[config.mk]
export PLATFORM = sky130hd
export DESIGN_NAME = rotate_controller
export DESIGN_NICKNAME = d
export VERILOG_FILES = /design/src/rtl/rotate_pkg.sv /design/src/rtl/rotate_page_counter.sv /design/src/rtl/rotate_controller.sv
export SDC_FILE = /design/constraint.sdc
export NUM_CORES = 1
export LEC_CHECK = 0
export ABC_AREA = 1
export CAP_MARGIN = 20
export CORE_ASPECT_RATIO = 1.5
export CORE_MARGIN = 2
export CORE_UTILIZATION = 55
export CTS_CLUSTER_DIAMETER = 200
export DETAILED_ROUTE_END_ITERATION = 8
export PLACE_DENSITY = 0.87
export SLEW_MARGIN = 25
export SYNTH_ARGS = -nofsm -noshare
export SYNTH_HDL_FRONTEND = slang
export SYNTH_SLANG_ARGS = --single-unit
[constraint.sdc]
create_clock -name clk -period 5.4 [get_ports clk]
set_clock_uncertainty 0.1 [all_clocks]
set_input_delay 0.81 -clock clk [delete_from_list [all_inputs] [get_ports clk]]
set_output_delay 0.81 -clock clk [all_outputs]
set_load 0.005 [all_outputs]
[src/rtl/rotate_pkg.sv]
`default_nettype none
//------------------------------------------------------------------------------
// Module : rotate_pkg
// Brief  : Shared types and defaults for the rotate sequencer: FSM state
//          encoding and the default page-index width.
// Rev    : 1.0  initial release
//------------------------------------------------------------------------------
package rotate_pkg;

  // Default width of the datapath page address
  localparam int DEFAULT_IDX_W = 10;

  // Sequencer states; explicit 3-bit encoding
  typedef enum logic [2:0] {
    ST_IDLE   = 3'd0,
    ST_READ   = 3'd1,
    ST_SETTLE = 3'd2,
    ST_WRITE  = 3'd3,
    ST_DONE   = 3'd4
  } rotate_state_e;

endpackage : rotate_pkg
`default_nettype wire

[src/rtl/rotate_page_counter.sv]
`default_nettype none
//------------------------------------------------------------------------------
// Module : rotate_page_counter
// Brief  : Loadable page-index counter. Loads the first page index and page
//          count on run start, steps the index modulo 2^IDX_W, counts pages
//          written and flags when the page being written is the last one.
// Rev    : 1.0  initial release
//------------------------------------------------------------------------------
module rotate_page_counter
  import rotate_pkg::*;
#(
  parameter int IDX_W = DEFAULT_IDX_W
) (
  input  logic             clk,
  input  logic             rst,            // asynchronous, active-low
  input  logic             i_load,         // accepted start: latch run parameters
  input  logic [IDX_W-1:0] i_first_index,
  input  logic [IDX_W:0]   i_page_count,
  input  logic             i_page_written, // a page write completes this cycle
  input  logic             i_advance,      // step to the next page index
  output logic [IDX_W-1:0] o_file_index,
  output logic [IDX_W:0]   o_pages_done,
  output logic             o_last_page     // page currently in flight is the last
);

  localparam logic [IDX_W-1:0] IDX_ONE = IDX_W'(1);
  localparam logic [IDX_W:0]   PD_ONE  = (IDX_W + 1)'(1);

  logic [IDX_W-1:0] r_index;
  logic [IDX_W:0]   r_pages_done;
  logic [IDX_W:0]   r_page_count;

  // Run parameters latch on load; index wraps naturally at 2^IDX_W
  always_ff @(posedge clk or negedge rst) begin
    if (!rst) begin
      r_index      <= '0;
      r_pages_done <= '0;
      r_page_count <= '0;
    end else if (i_load) begin
      r_index      <= i_first_index;
      r_pages_done <= '0;
      r_page_count <= i_page_count;
    end else begin
      if (i_page_written) begin
        r_pages_done <= r_pages_done + PD_ONE;
      end
      if (i_advance) begin
        r_index <= r_index + IDX_ONE;
      end
    end
  end

  // pages_done never exceeds page_count-1 while a page is in flight, so the
  // +1 cannot overflow the IDX_W+1 bit field.
  assign o_last_page  = ((r_pages_done + PD_ONE) == r_page_count);
  assign o_file_index = r_index;
  assign o_pages_done = r_pages_done;

endmodule : rotate_page_counter
`default_nettype wire

[src/rtl/rotate_controller.sv]
`default_nettype none
//------------------------------------------------------------------------------
// Module : rotate_controller
// Brief  : Sequencer for the rotate datapath. For each page of a run it
//          strobes read_file, waits SETTLE_CYCLES for the combinational
//          rotate, then strobes write_file. Reports busy/done/progress.
//          Optional feature macro: ROTATE_CTRL_STALL_EN adds a 'stall' input
//          that freezes the sequencer outside IDLE/DONE.
// Rev    : 1.0  initial release
//------------------------------------------------------------------------------
module rotate_controller
  import rotate_pkg::*;
#(
  parameter int IDX_W         = DEFAULT_IDX_W,
  parameter int SETTLE_CYCLES = 1              // must be >= 1
) (
  input  logic             clk,
  input  logic             rst,          // asynchronous, active-low
  input  logic             start,
  input  logic [IDX_W-1:0] first_index,
  input  logic [IDX_W:0]   page_count,
`ifdef ROTATE_CTRL_STALL_EN
  input  logic             stall,
`endif
  output logic             read_file,
  output logic             write_file,
  output logic [IDX_W-1:0] file_index,
  output logic             busy,
  output logic             done,
  output logic [IDX_W:0]   pages_done
);

  // A zero settle count would collapse SETTLE; refuse to elaborate it.
  generate
    if (SETTLE_CYCLES < 1) begin : g_bad_settle
      illegal_settle_cycles_parameter u_illegal ();
    end
  endgenerate

  localparam int                SET_W       = (SETTLE_CYCLES > 1) ? $clog2(SETTLE_CYCLES) : 1;
  localparam logic [SET_W-1:0]  SETTLE_LOAD = SET_W'(SETTLE_CYCLES - 1);
  localparam logic [SET_W-1:0]  SET_ONE     = SET_W'(1);

  rotate_state_e    r_state;
  logic [SET_W-1:0] r_settle_cnt;
  logic             r_read_file;
  logic             r_write_file;
  logic             r_busy;
  logic             r_done;

  logic             w_stall;
  logic             w_load;
  logic             w_page_written;
  logic             w_advance;
  logic             w_last_page;

`ifdef ROTATE_CTRL_STALL_EN
  // Stall only matters while a page is in flight
  assign w_stall = stall && (r_state != ST_IDLE) && (r_state != ST_DONE);
`else
  assign w_stall = 1'b0;
`endif

  assign w_load         = (r_state == ST_IDLE) && start;
  assign w_page_written = (r_state == ST_WRITE) && !w_stall;
  assign w_advance      = w_page_written && !w_last_page;

  rotate_page_counter #(
    .IDX_W (IDX_W)
  ) u_page_counter (
    .clk            (clk),
    .rst            (rst),
    .i_load         (w_load),
    .i_first_index  (first_index),
    .i_page_count   (page_count),
    .i_page_written (w_page_written),
    .i_advance      (w_advance),
    .o_file_index   (file_index),
    .o_pages_done   (pages_done),
    .o_last_page    (w_last_page)
  );

  // Sequencer: state, settle counter and registered strobes/status advance together
  always_ff @(posedge clk or negedge rst) begin
    if (!rst) begin
      r_state      <= ST_IDLE;
      r_settle_cnt <= '0;
      r_read_file  <= 1'b0;
      r_write_file <= 1'b0;
      r_busy       <= 1'b0;
      r_done       <= 1'b0;
    end else begin
      case (r_state)
        ST_IDLE: begin
          if (start) begin
            r_busy <= 1'b1;
            if (page_count == '0) begin
              r_state <= ST_DONE;
              r_done  <= 1'b1;
            end else begin
              r_state     <= ST_READ;
              r_read_file <= 1'b1;
            end
          end
        end

        ST_READ: begin
          if (!w_stall) begin
            r_read_file  <= 1'b0;
            r_settle_cnt <= SETTLE_LOAD;
            r_state      <= ST_SETTLE;
          end
        end

        ST_SETTLE: begin
          if (!w_stall) begin
            if (r_settle_cnt == '0) begin
              r_state      <= ST_WRITE;
              r_write_file <= 1'b1;
            end else begin
              r_settle_cnt <= r_settle_cnt - SET_ONE;
            end
          end
        end

        ST_WRITE: begin
          if (!w_stall) begin
            r_write_file <= 1'b0;
            if (w_last_page) begin
              r_state <= ST_DONE;
              r_done  <= 1'b1;
            end else begin
              r_state     <= ST_READ;
              r_read_file <= 1'b1;
            end
          end
        end

        ST_DONE: begin
          r_done  <= 1'b0;
          r_busy  <= 1'b0;
          r_state <= ST_IDLE;
        end

        default: begin
          r_state      <= ST_IDLE;
          r_read_file  <= 1'b0;
          r_write_file <= 1'b0;
          r_busy       <= 1'b0;
          r_done       <= 1'b0;
        end
      endcase
    end
  end

  // A held strobe is masked while stalled and fires on the first free cycle
  assign read_file  = r_read_file  && !w_stall;
  assign write_file = r_write_file && !w_stall;
  assign busy       = r_busy;
  assign done       = r_done;

endmodule : rotate_controller
`default_nettype wire
Word level (Yosys, flattened, before mapping) --
Index checks and enable logic that the tools add are counted.
Cells by class: add/sub/neg operators 3, $mul 0, div/mod/pow operators 0, magnitude comparators 0, equal/unequal tests 11, shifts and indexed selects 0, multiplexer cells 23, bitwise logic cells 4, reductions and logical operators 17
Operator list (number):
- 2-to-1 mux 11 bit | 2
- 2-to-1 mux 10 bit | 2
- 2-to-1 mux 3 bit | 4
- one-hot mux 3 bit (4 select lines) | 1
- adder 11 x 1 -> 11 bit, second input constant | 1
- == test 11 bit | 1
- zero test 11 bit | 1
- adder 10 x 1 -> 10 bit, second input constant | 1
- 2-to-1 mux 1 bit | 9
- != test 2 bit, second input constant | 4
- AND reduction 4 bit | 2
- == test 3 x 2 -> 1 bit, second input constant | 2
- one-hot mux 1 bit (2 select lines) | 3
- one-hot mux 1 bit (3 select lines) | 2
- AND reduction 2 bit | 3
- nonzero test 2 bit | 3
- OR reduction 3 bit | 2
- != test 2 x 1 -> 1 bit, second input constant | 2
- inverter 1 bit | 4
- OR reduction 2 bit | 2
- == test 3 x 1 -> 1 bit, second input constant | 1
- == test 3 bit, second input constant | 1
- zero test 3 bit | 1
- logical AND 1 bit | 2
- 2 further kinds | 2
Storage, ports and cells: bits in registers 40, latch bits 0, bits in writable memories 0, memory bits (read-only) 0, input bits 24, output and inout bits 25, word-level logic and storage cells 67, memories kept 0

Logic depth before layout (Yosys ltp) --
Gate-level depths: netlist of run 1.
depth after elaboration 6, gate-level depth with buffers 15

Hierarchy --
A second synthesis of run 1 with hierarchy kept.
Unflattened totals: cells, all modules 310, area, all modules 2254.7 sq um
Modules (own cells, without submodules):
- rotate_page_counter | instances 1, cells each 254, area an instance 1845.5 sq um
- rotate_controller | instances 1, cells each 56, area an instance 409.1 sq um

Worst setup path before layout of run 1 --
No wires, ideal clock.
path kind register to register, from reg u_page_counter.r_pages_done[0], in the netlist u_page_counter.o_pages_done[0], to reg u_page_counter.r_index[0], in the netlist u_page_counter.o_file_index[0], setup time 0.117 ns, arrival 1.839 ns, required time 5.183 ns, slack 3.344 ns, cell stages (with the launch flop) 15, buffers on the path 1, cells stage by stage dfrtp_1 -> ha_1 -> nand2_2 -> inv_1 -> nand2_1 -> nand2_1 -> nand2_1 -> nand3_1 -> nor2_1 -> nand2_1 -> o21bai_4 -> nand2_4 -> buf_6 -> nand2_1 -> nand2_1
On the way: longest elaborated chain between the ends 5
RTL lines:
- from (decl) | RTL line rotate_page_counter.sv:30 | logic [IDX_W:0] r_pages_done;
- from (signal assigned) | RTL line rotate_page_counter.sv:45 | r_pages_done <= r_pages_done + PD_ONE;
- adder 11 x 1 -> 11 bit | RTL line rotate_page_counter.sv:55 | assign o_last_page = ((r_pages_done + PD_ONE) == r_page_count);
- == test 11 bit | RTL line rotate_page_counter.sv:55
- zero test 1 bit | RTL line rotate_controller.sv:66 | assign w_advance = w_page_written && !w_last_page;
- logical AND 1 bit | RTL line rotate_controller.sv:66
- nonzero test 2 bit (no source line)
- to (signal assigned) | RTL line rotate_page_counter.sv:40 | r_index <= i_first_index;
- to (signal assigned) | RTL line rotate_page_counter.sv:48 | r_index <= r_index + IDX_ONE;
- to (decl) | RTL line rotate_page_counter.sv:29 | logic [IDX_W-1:0] r_index;
No other way between the ends. A chain may end at the register's enable or synchronous reset.

Final worst setup path of run 1 --
from reg r_state[1], to reg u_page_counter.r_index[6], in the netlist u_page_counter.o_file_index[6]
On the way: longest elaborated chain between the ends 3
RTL lines:
- from (decl) | RTL line rotate_controller.sv:44 | rotate_state_e r_state;
- from (signal assigned) | RTL line rotate_controller.sv:86 | r_state <= ST_IDLE;
- from (signal assigned) | RTL line rotate_controller.sv:98 | r_state <= ST_DONE;
- from (signal assigned) | RTL line rotate_controller.sv:101 | r_state <= ST_READ;
- == test 3 x 2 -> 1 bit or zero test 3 bit (tied branches) | RTL line rotate_controller.sv:65, rotate_controller.sv:64
- logical AND 1 bit (on tied branches) | RTL line rotate_controller.sv:66, rotate_controller.sv:64
- nonzero test 2 bit (no source line) or 2-to-1 mux 10 bit (tied branches)
Several ways; a longest one is shown, not always the timed one.

==> summary.md, run 1 <==
| Metric | Value |
|---|---|
| Detailed router's first-iteration violation count | `115` |
| Total die area | `4760 µm²` |
| Peak-usage layer in the global routing report | `met2` |
| Sequential-to-total area share from yosys stat | `42.1%` |
| Critical path destination | `u_page_counter.o_file_index[6]` |
| Area share of the largest cell type after synthesis | `a little over two fifths` |
| Maximum number of pins on one net before global-route repair | `40` |
| PnR worst setup slack | `about 3 ns` |
| Global placer's final weighted congestion | `0.840` |
| Leading post-synthesis cells by cell area | `dfrtp_1 (42%), nand2_1 (19%), nand3_1 (7.1%), inv_1 (5.5%), o21ai_0 (3.2%)` |
| HPWL after detailed placement | `4090 µm` |
| Gr usage total | `25.5%` |
| Most common cell after layout, fill and taps aside | `nand2_1` |
| Most used cell along the critical path | `nand2_1` |
| Master of the slowest instance on the critical path | `nor2_1` |
| Fraction of the mapped netlist area in simple logic gates | `37.5%` |
| Via count of the first global-routing pass | `2216` |
| Maximum frequency from static timing analysis | `0.415 GHz` |
| I/O pin cnt | `49` |
| Combinational family with the most area after synthesis | `simple AND/OR/NAND/NOR gates` |
| Initial antenna violation count | `0` |
| Worst setup path class | `flip-flop to flip-flop` |
| Most frequently used flop master after synthesis | `dfrtp_1` |
| Result of the run | `finished, final reports clean` |
| Data arrival time of the worst path | `2.54 ns` |
| Xor/xnor cell area share of the yosys netlist | `2.27%` |
| Async S/R FF share, synth | `100%` |
| Final critical-path required period | `approximately 2.4 ns` |
| Critical Path RT | `5.52 ns` |
| Worst reg2reg path depth | `7` |
| Die height | `~83 µm` |
| Net Count, Synth | `342` |
| Post-CTS Hold Buffers | `0` |
| Floorplan core area | `3990 µm²` |
| Delay contributed by the slowest stage of the critical path | `0.53 ns` |
| Areal power density over the cells | `558 nW/µm²` |
| Number of enable flip-flop cells after synthesis | `0` |
| Worst-path clk slew | `0.07 ns` |
| Pin slew with the least headroom to its limit | `slightly below 0.9 ns` |
| Routing usage on met1 | `27.7%` |
| Final setup violation count | `0` |
| CTS HTree Levels | `2` |
| Vias per cell | `5.50` |
| Crit path from | `r_state[1]` |
| Kind of start point of the critical path | `flip-flop` |
| Worst-path cell chain | `nand2_1 > nor2_1 > clkinv_1 > o21bai_4 > nand2_4 > nand2_1 > o21ai_2` |
| Max-cap violations | `0` |
| Max clock buf depth | `2` |
| Commonest cells after routing, fill and taps aside | `nand2_1 (119), clkdlybuf4s50_1 (47), dfrtp_1 (39)` |
| R2r startpoint | `r_state[1]` |
| Cell at the root of the clock tree | `clkbuf_8` |
| Worst flop-to-flop path endpoint | `u_page_counter.o_file_index[6]` |
| # Post-CTS Setup Buffers | `0` |
| Setup TNS Final | `0 ns` |
| Final wirelength | `5790 µm` |
| Fin crit share | `44.6%` |
| Area growth from synthesis to layout | `27.9%` |
| Synthesized cell area | `2320 µm²` |
| Compound-cell area share of the yosys netlist | `10.0%` |
| Buffers on Ports | `48` |
| Share of layout cells above drive strength 1 | `about 8%` |
| Number of register bits inferred by synthesis | `39` |
| Remaining design rule violation count | `0` |
| Final max-slew violation count | `0` |
| TritonCTS clock tree | `yes` |
| Power, Total | `around 1.7 mW` |
| Number of clock buffers inserted by TritonCTS | `5` |
| Min-delay worst type | `flip-flop to flip-flop` |
| Latest clock arrival within the worst-skew pair | `0.30 ns` |
| Met2 usage in global routing | `47.6%` |
| NumNets Final | `393` |
| Setup repair after global routing missed its margin | `false` |
| Setup slack of the worst register-to-register path | `about 3.0 ns` |
| Warnings, synthesis | `0` |
| Effective utilization at floorplan | `58.0%` |
| Count of antenna-violating nets left after detailed routing | `0` |
| Die span in x | `between 50 and 60 µm` |
| Mux contribution to synthesized area | `0%` |
| Post-place setup slack | `2.78 ns` |
| GR met3 Demand/Resource | `4.03%` |
| Arithmetic-cell share of the synthesized area counting full adders, half adders and majority gates | `1.08%` |
| First-pass detailed-route iteration total | `4` |
| Post-synth cell types | `32` |
| Max-Slew Margin vs Limit | `42.0%` |
| Post-CTS resize count | `0` |
| GR Overflow Total | `0` |
| CTS sink cnt | `39` |
| Average cell area after synthesis | `between 7 and 8 µm²` |
| Vias | `around 2.3k` |
| Leakage component of the power | `1.41 nW` |
| First-pass GRT wire length | `~9700 µm` |
| Average wire per standard cell | `14.0 µm` |
| Largest fanout on the critical path | `16` |
| Max rail drop VDD | `around 0.35 mV` |
| Final Hold Vio Count | `0` |
| Critical path capture point type | `flip-flop` |
| Antenna cell count | `0` |
| Synth Instances | `316` |
| Cell type with the largest total area after synthesis | `dfrtp_1` |
| Site Rows | `28` |
[worst max-delay path: cells and delay by family, from the launching register on]
| family | cells | cell delay, ns |
|---|---|---|
| simple gates | 4 | 0.92 |
| buf+inv | 1 | 0.51 |
| compound gates | 2 | 0.43 |
| flops | 1 | 0.37 |
[flip-flops by register name, indices dropped and copies added, names as in the netlist]
name / cells
write_file: 1
done: 1
r_state: 3
u_page_counter.o_file_index: 10
read_file: 1
busy: 1
u_page_counter.o_pages_done: 11
u_page_counter.r_page_count: 11
[metrics by stage]
step / util [%] / instances / cell area (µm²) / hold slack (ns)
2_1_floorplan: - / 316 / 2320 / 0.355
3_3_place_gp: 70.9 / 405 / 2830 / 0.365
3_5_place_dp: 70.9 / 405 / 2830 / 0.364
4_1_cts: 74.2 / 413 / 2960 / 0.396
5_1_grt: 74.2 / 413 / 2960 / 0.417
6_report: 74.2 / 413 / 2960 / 0.389
[final cells by class]
cell class / instances / area, µm²
multi-input cells: 236 / 1180
fillers: 315 / 1030
flip-flops and latches: 39 / 976
repair buffers: 49 / 483
inverters: 36 / 135
clock buffers: 6 / 72.6
clock inverters: 2 / 60.1
well taps: 45 / 56.3
[report_power, final]
| part | internal, mW | total (mW) | switching [mW] |
|---|---|---|---|
| logic | 0.361 | 0.815 | 0.454 |
| registers | 0.423 | 0.546 | 0.123 |
| clock network | 0.185 | 0.293 | 0.108 |
| total | 0.969 | 1.65 | 0.685 |
[how the worst min path moves through the flow]
stage / startpoint / endpoint / slack [ns] / cells past startpoint
after floorplan: u_page_counter.r_page_count[2] / u_page_counter.r_page_count[2] / 0.36 / 2
after global placement: done / done / 0.37 / 2
after detailed placement: done / done / 0.36 / 2
after CTS: busy / busy / 0.40 / 2
after global routing: busy / busy / 0.42 / 2
final: done / done / 0.39 / 2
[kinds of logic (layout without fill, tap and decap cells)]
kind of cell             Yosys count  after routing
AND/OR/NAND/NOR                  192            192
buffers and inverters             41             93
flip-flops                        39             39
AO/OA/AOI/OAI                     36             36
XOR/XNOR                           6              6
adder cells (fa/ha/maj)            2              2
[metal layers]
metal	up-vias	part of all wire (%)
met5	-	0
met4	0	1.6
met3	10	4.1
met2	64	55
met1	1075	39
li1	1121	-
[synth_stat cells (2+ instances only)]
library cell,instances
o21ai_0,15
inv_1,34
nand3_1,33
o22ai_1,5
o21ai_2,6
nand2_1,119
dfrtp_1,39
nor2_1,15
clkbuf_1,3
nand3_2,3
o21ai_1,2
xnor2_1,2
nor2_2,3
nand3b_1,5
xor2_1,4
o31ai_1,2
nand2_4,2
a21oi_1,3
nand4_1,4
ha_1,2
nor4_1,3
nor3_1,2
No activity file was read; power rests on OpenSTA's default activity.
==> inputs of run 2 (changes only) <==
Settings changed: CORE_UTILIZATION 55 to 51, PLACE_DENSITY 0.87 to 0.82.
Clock period 5.4 ns to 2.4 ns, I/O delays scaled along.
==> summary.md, run 2 (synthesized netlist as in run 1, its figures left out) <==
| Metric | Value |
|---|---|
| Master of the slowest instance on the critical path | `dfrtp_1 (was nor2_1)` |
| Global placer's final weighted congestion | `0.984 (was 0.840)` |
| Most used cell along the critical path | `nand2_1 (unchanged)` |
| Maximum number of pins on one net before global-route repair | `40 (unchanged)` |
| Post-CTS Hold Buffers | `0 (unchanged)` |
| Number of clock buffers inserted by TritonCTS | `5 (unchanged)` |
| Cell type group with the largest total delay on the critical path | `simple AND/OR/NAND/NOR gates (unchanged)` |
| Effective utilization at floorplan | `52.3% (was 58.0%)` |
| Data arrival time of the worst path | `2.37 ns (was 2.54 ns)` |
| Critical path destination | `r_state[0] (was u_page_counter.o_file_index[6])` |
| Max rail drop VDD | `0.688 mV (was 0.345 mV)` |
| Instance area after placement | `2870 µm² (was 2830 µm²)` |
| Worst-path cell chain | `ha_1 > nand2_2 > inv_1 > nand2_1 > nand2_1 > nand2_1 > nor2_1 > nor2_2 > nand3_2 > o21bai_4 > buf_4 > nand3_1 > nand2_1 > inv_1 (was nand2_1 > nor2_1 > clkinv_1 > o21bai_4 > nand2_4 > nand2_1 > o21ai_2)` |
| Critical path capture point type | `flip-flop (unchanged)` |
| Final Hold Vio Count | `0 (unchanged)` |
| Vias per cell | `5.48 (was 5.50)` |
| CTS sink cnt | `39 (unchanged)` |
| Max-cap violations | `0 (unchanged)` |
| Post-place setup slack | `0.150 ns (was 2.78 ns)` |
| Kind of start point of the critical path | `flip-flop (unchanged)` |
| Worst flop-to-flop path endpoint | `r_state[0] (was u_page_counter.o_file_index[6])` |
| Max-Slew Margin vs Limit | `43.0% (was 42.0%)` |
| Buf+Inv Stages, Crit Path | `3 (was 1)` |
| Remaining design rule violation count | `0 (unchanged)` |
| Initial antenna violation count | `0 (unchanged)` |
| Detailed router's first-iteration violation count | `98 (was 115)` |
| Final critical-path required period | `2.28 ns (was 2.41 ns)` |
| TritonCTS clock tree | `yes (unchanged)` |
| Pin slew with the least headroom to its limit | `0.855 ns (was 0.870 ns)` |
| Largest fanout on the critical path | `7 (was 16)` |
| Worst setup path class | `flip-flop to flip-flop (unchanged)` |
| Power, Total | `3.75 mW (was 1.65 mW)` |
| Leakage component of the power | `1.45 nW (was 1.41 nW)` |
| Worst reg2reg path depth | `14 (was 7)` |
| GR Overflow Total | `0 (unchanged)` |
| Antenna cell count | `0 (unchanged)` |
| Die span in x | `59.0 µm (was 57.0 µm)` |
| First-pass GRT wire length | `9380 µm (was 9720 µm)` |
| Areal power density over the cells | `1240 nW/µm² (was 558 nW/µm²)` |
| Share of layout cells above drive strength 1 | `10.6% (was 7.88%)` |
| Logic depth of the worst path, buffers included | `14 (was 7)` |
| Gr usage total | `24.1% (was 25.5%)` |
| Total die area | `5110 µm² (was 4760 µm²)` |
| Count of antenna-violating nets left after detailed routing | `0 (unchanged)` |
| Site Rows | `30 (was 28)` |
| HPWL after detailed placement | `4150 µm (was 4090 µm)` |
| Fin crit share | `94.9% (was 44.6%)` |
| Critical Path RT | `2.49 ns (was 5.52 ns)` |
| Final wirelength | `5790 µm (about the same)` |
| Max clock buf depth | `2 (unchanged)` |
| Worst-path clk slew | `0.08 ns (was 0.07 ns)` |
| R2r startpoint | `u_page_counter.o_pages_done[0] (was r_state[1])` |
| Average wire per standard cell | `13.7 µm (was 14.0 µm)` |
| Die height | `86.6 µm (was 83.5 µm)` |
| Final setup violation count | `0 (unchanged)` |
| Commonest cells after routing, fill and taps aside | `nand2_1 (119), clkdlybuf4s50_1 (47), dfrtp_1 (39) (unchanged)` |
| CTS HTree Levels | `2 (unchanged)` |
| Floorplan core area | `4430 µm² (was 3990 µm²)` |
| Delay contributed by the slowest stage of the critical path | `0.43 ns (was 0.53 ns)` |
| PnR worst setup slack | `0.122 ns (was 2.99 ns)` |
| Cell at the root of the clock tree | `clkbuf_8 (unchanged)` |
| NumNets Final | `401 (was 393)` |
| First-pass detailed-route iteration total | `4 (unchanged)` |
| Buffers on Ports | `48 (unchanged)` |
| Area growth from synthesis to layout | `30.8% (was 27.9%)` |
| Result of the run | `finished, final reports clean (unchanged)` |
| Latest clock arrival within the worst-skew pair | `0.30 ns (about the same)` |
| Crit path from | `u_page_counter.o_pages_done[0] (was r_state[1])` |
| Maximum frequency from static timing analysis | `0.439 GHz (was 0.415 GHz)` |
| Final max-slew violation count | `0 (unchanged)` |
| Fin area | `3030 µm² (was 2960 µm²)` |
| Most common cell after layout, fill and taps aside | `nand2_1 (unchanged)` |
| Setup slack of the worst register-to-register path | `0.12 ns (was 2.99 ns)` |
| Vias | `2324 (was 2270)` |
| Min-delay worst type | `input port to async pin (was flip-flop to flip-flop)` |
| I/O pin cnt | `49 (unchanged)` |
| Via count of the first global-routing pass | `2177 (was 2216)` |
## run 2: layer usage
layer | vias up | wire length, µm | track usage (%)
met2 | 66 | 3050 | 43.1
met5 | - | 0 | 0
met3 | 20 | 253 | 3.43
li1 | 1140 | - | -
met1 | 1098 | 2290 | 27.3
met4 | 0 | 194 | 11.2
## run 2: worst min path at each step
stage | startpoint | to | slack (ns) | depth (start not counted)
5_1_grt | rst | u_page_counter.r_page_count[9] | 0.15 | 1
3_3_place_gp | busy | busy | 0.36 | 2
6_report | rst | u_page_counter.o_pages_done[9] | 0.06 | 1
4_1_cts | rst | u_page_counter.o_pages_done[5] | 0.11 | 1
2_1_floorplan | rst | busy | -0.04 | 0
3_5_place_dp | read_file | read_file | 0.37 | 2
## run 2: what timing repair did
| action | 4_1_cts | 5_1_grt |
|---|---|---|
| resized for setup | 0 | 3 |
| hold endpoints to repair | 0 | 0 |
| setup endpoints to repair | 0 | 10 |
| buffers inserted | 0 | 4 |
## run 2: cell type report
class / count / area, µm²
fill: 374 / 1400
multi-input combinational: 236 / 1200
sequential: 39 / 976
timing repair buffer: 57 / 543
inverter: 36 / 135
clock buffer: 6 / 82.6
tap: 48 / 60.1
clock inverter: 2 / 35.0
## run 2: metrics by stage
stage	cells	util (%)	TNS (ns)	hold slack (ns)
2_1_floorplan	316	-	0	-0.0356
3_3_place_gp	412	64.7	0	0.363
3_5_place_dp	412	64.7	0	0.366
4_1_cts	420	67.3	0	0.109
5_1_grt	424	68.4	-0.0699	0.153
6_report	424	68.4	0	0.0645
## run 2: power breakdown
part	internal (mW)	switching [mW]	total, mW
clock network	0.337	0.237	0.573
logic	0.886	1.06	1.95
registers	0.952	0.278	1.23
total	2.17	1.58	3.75
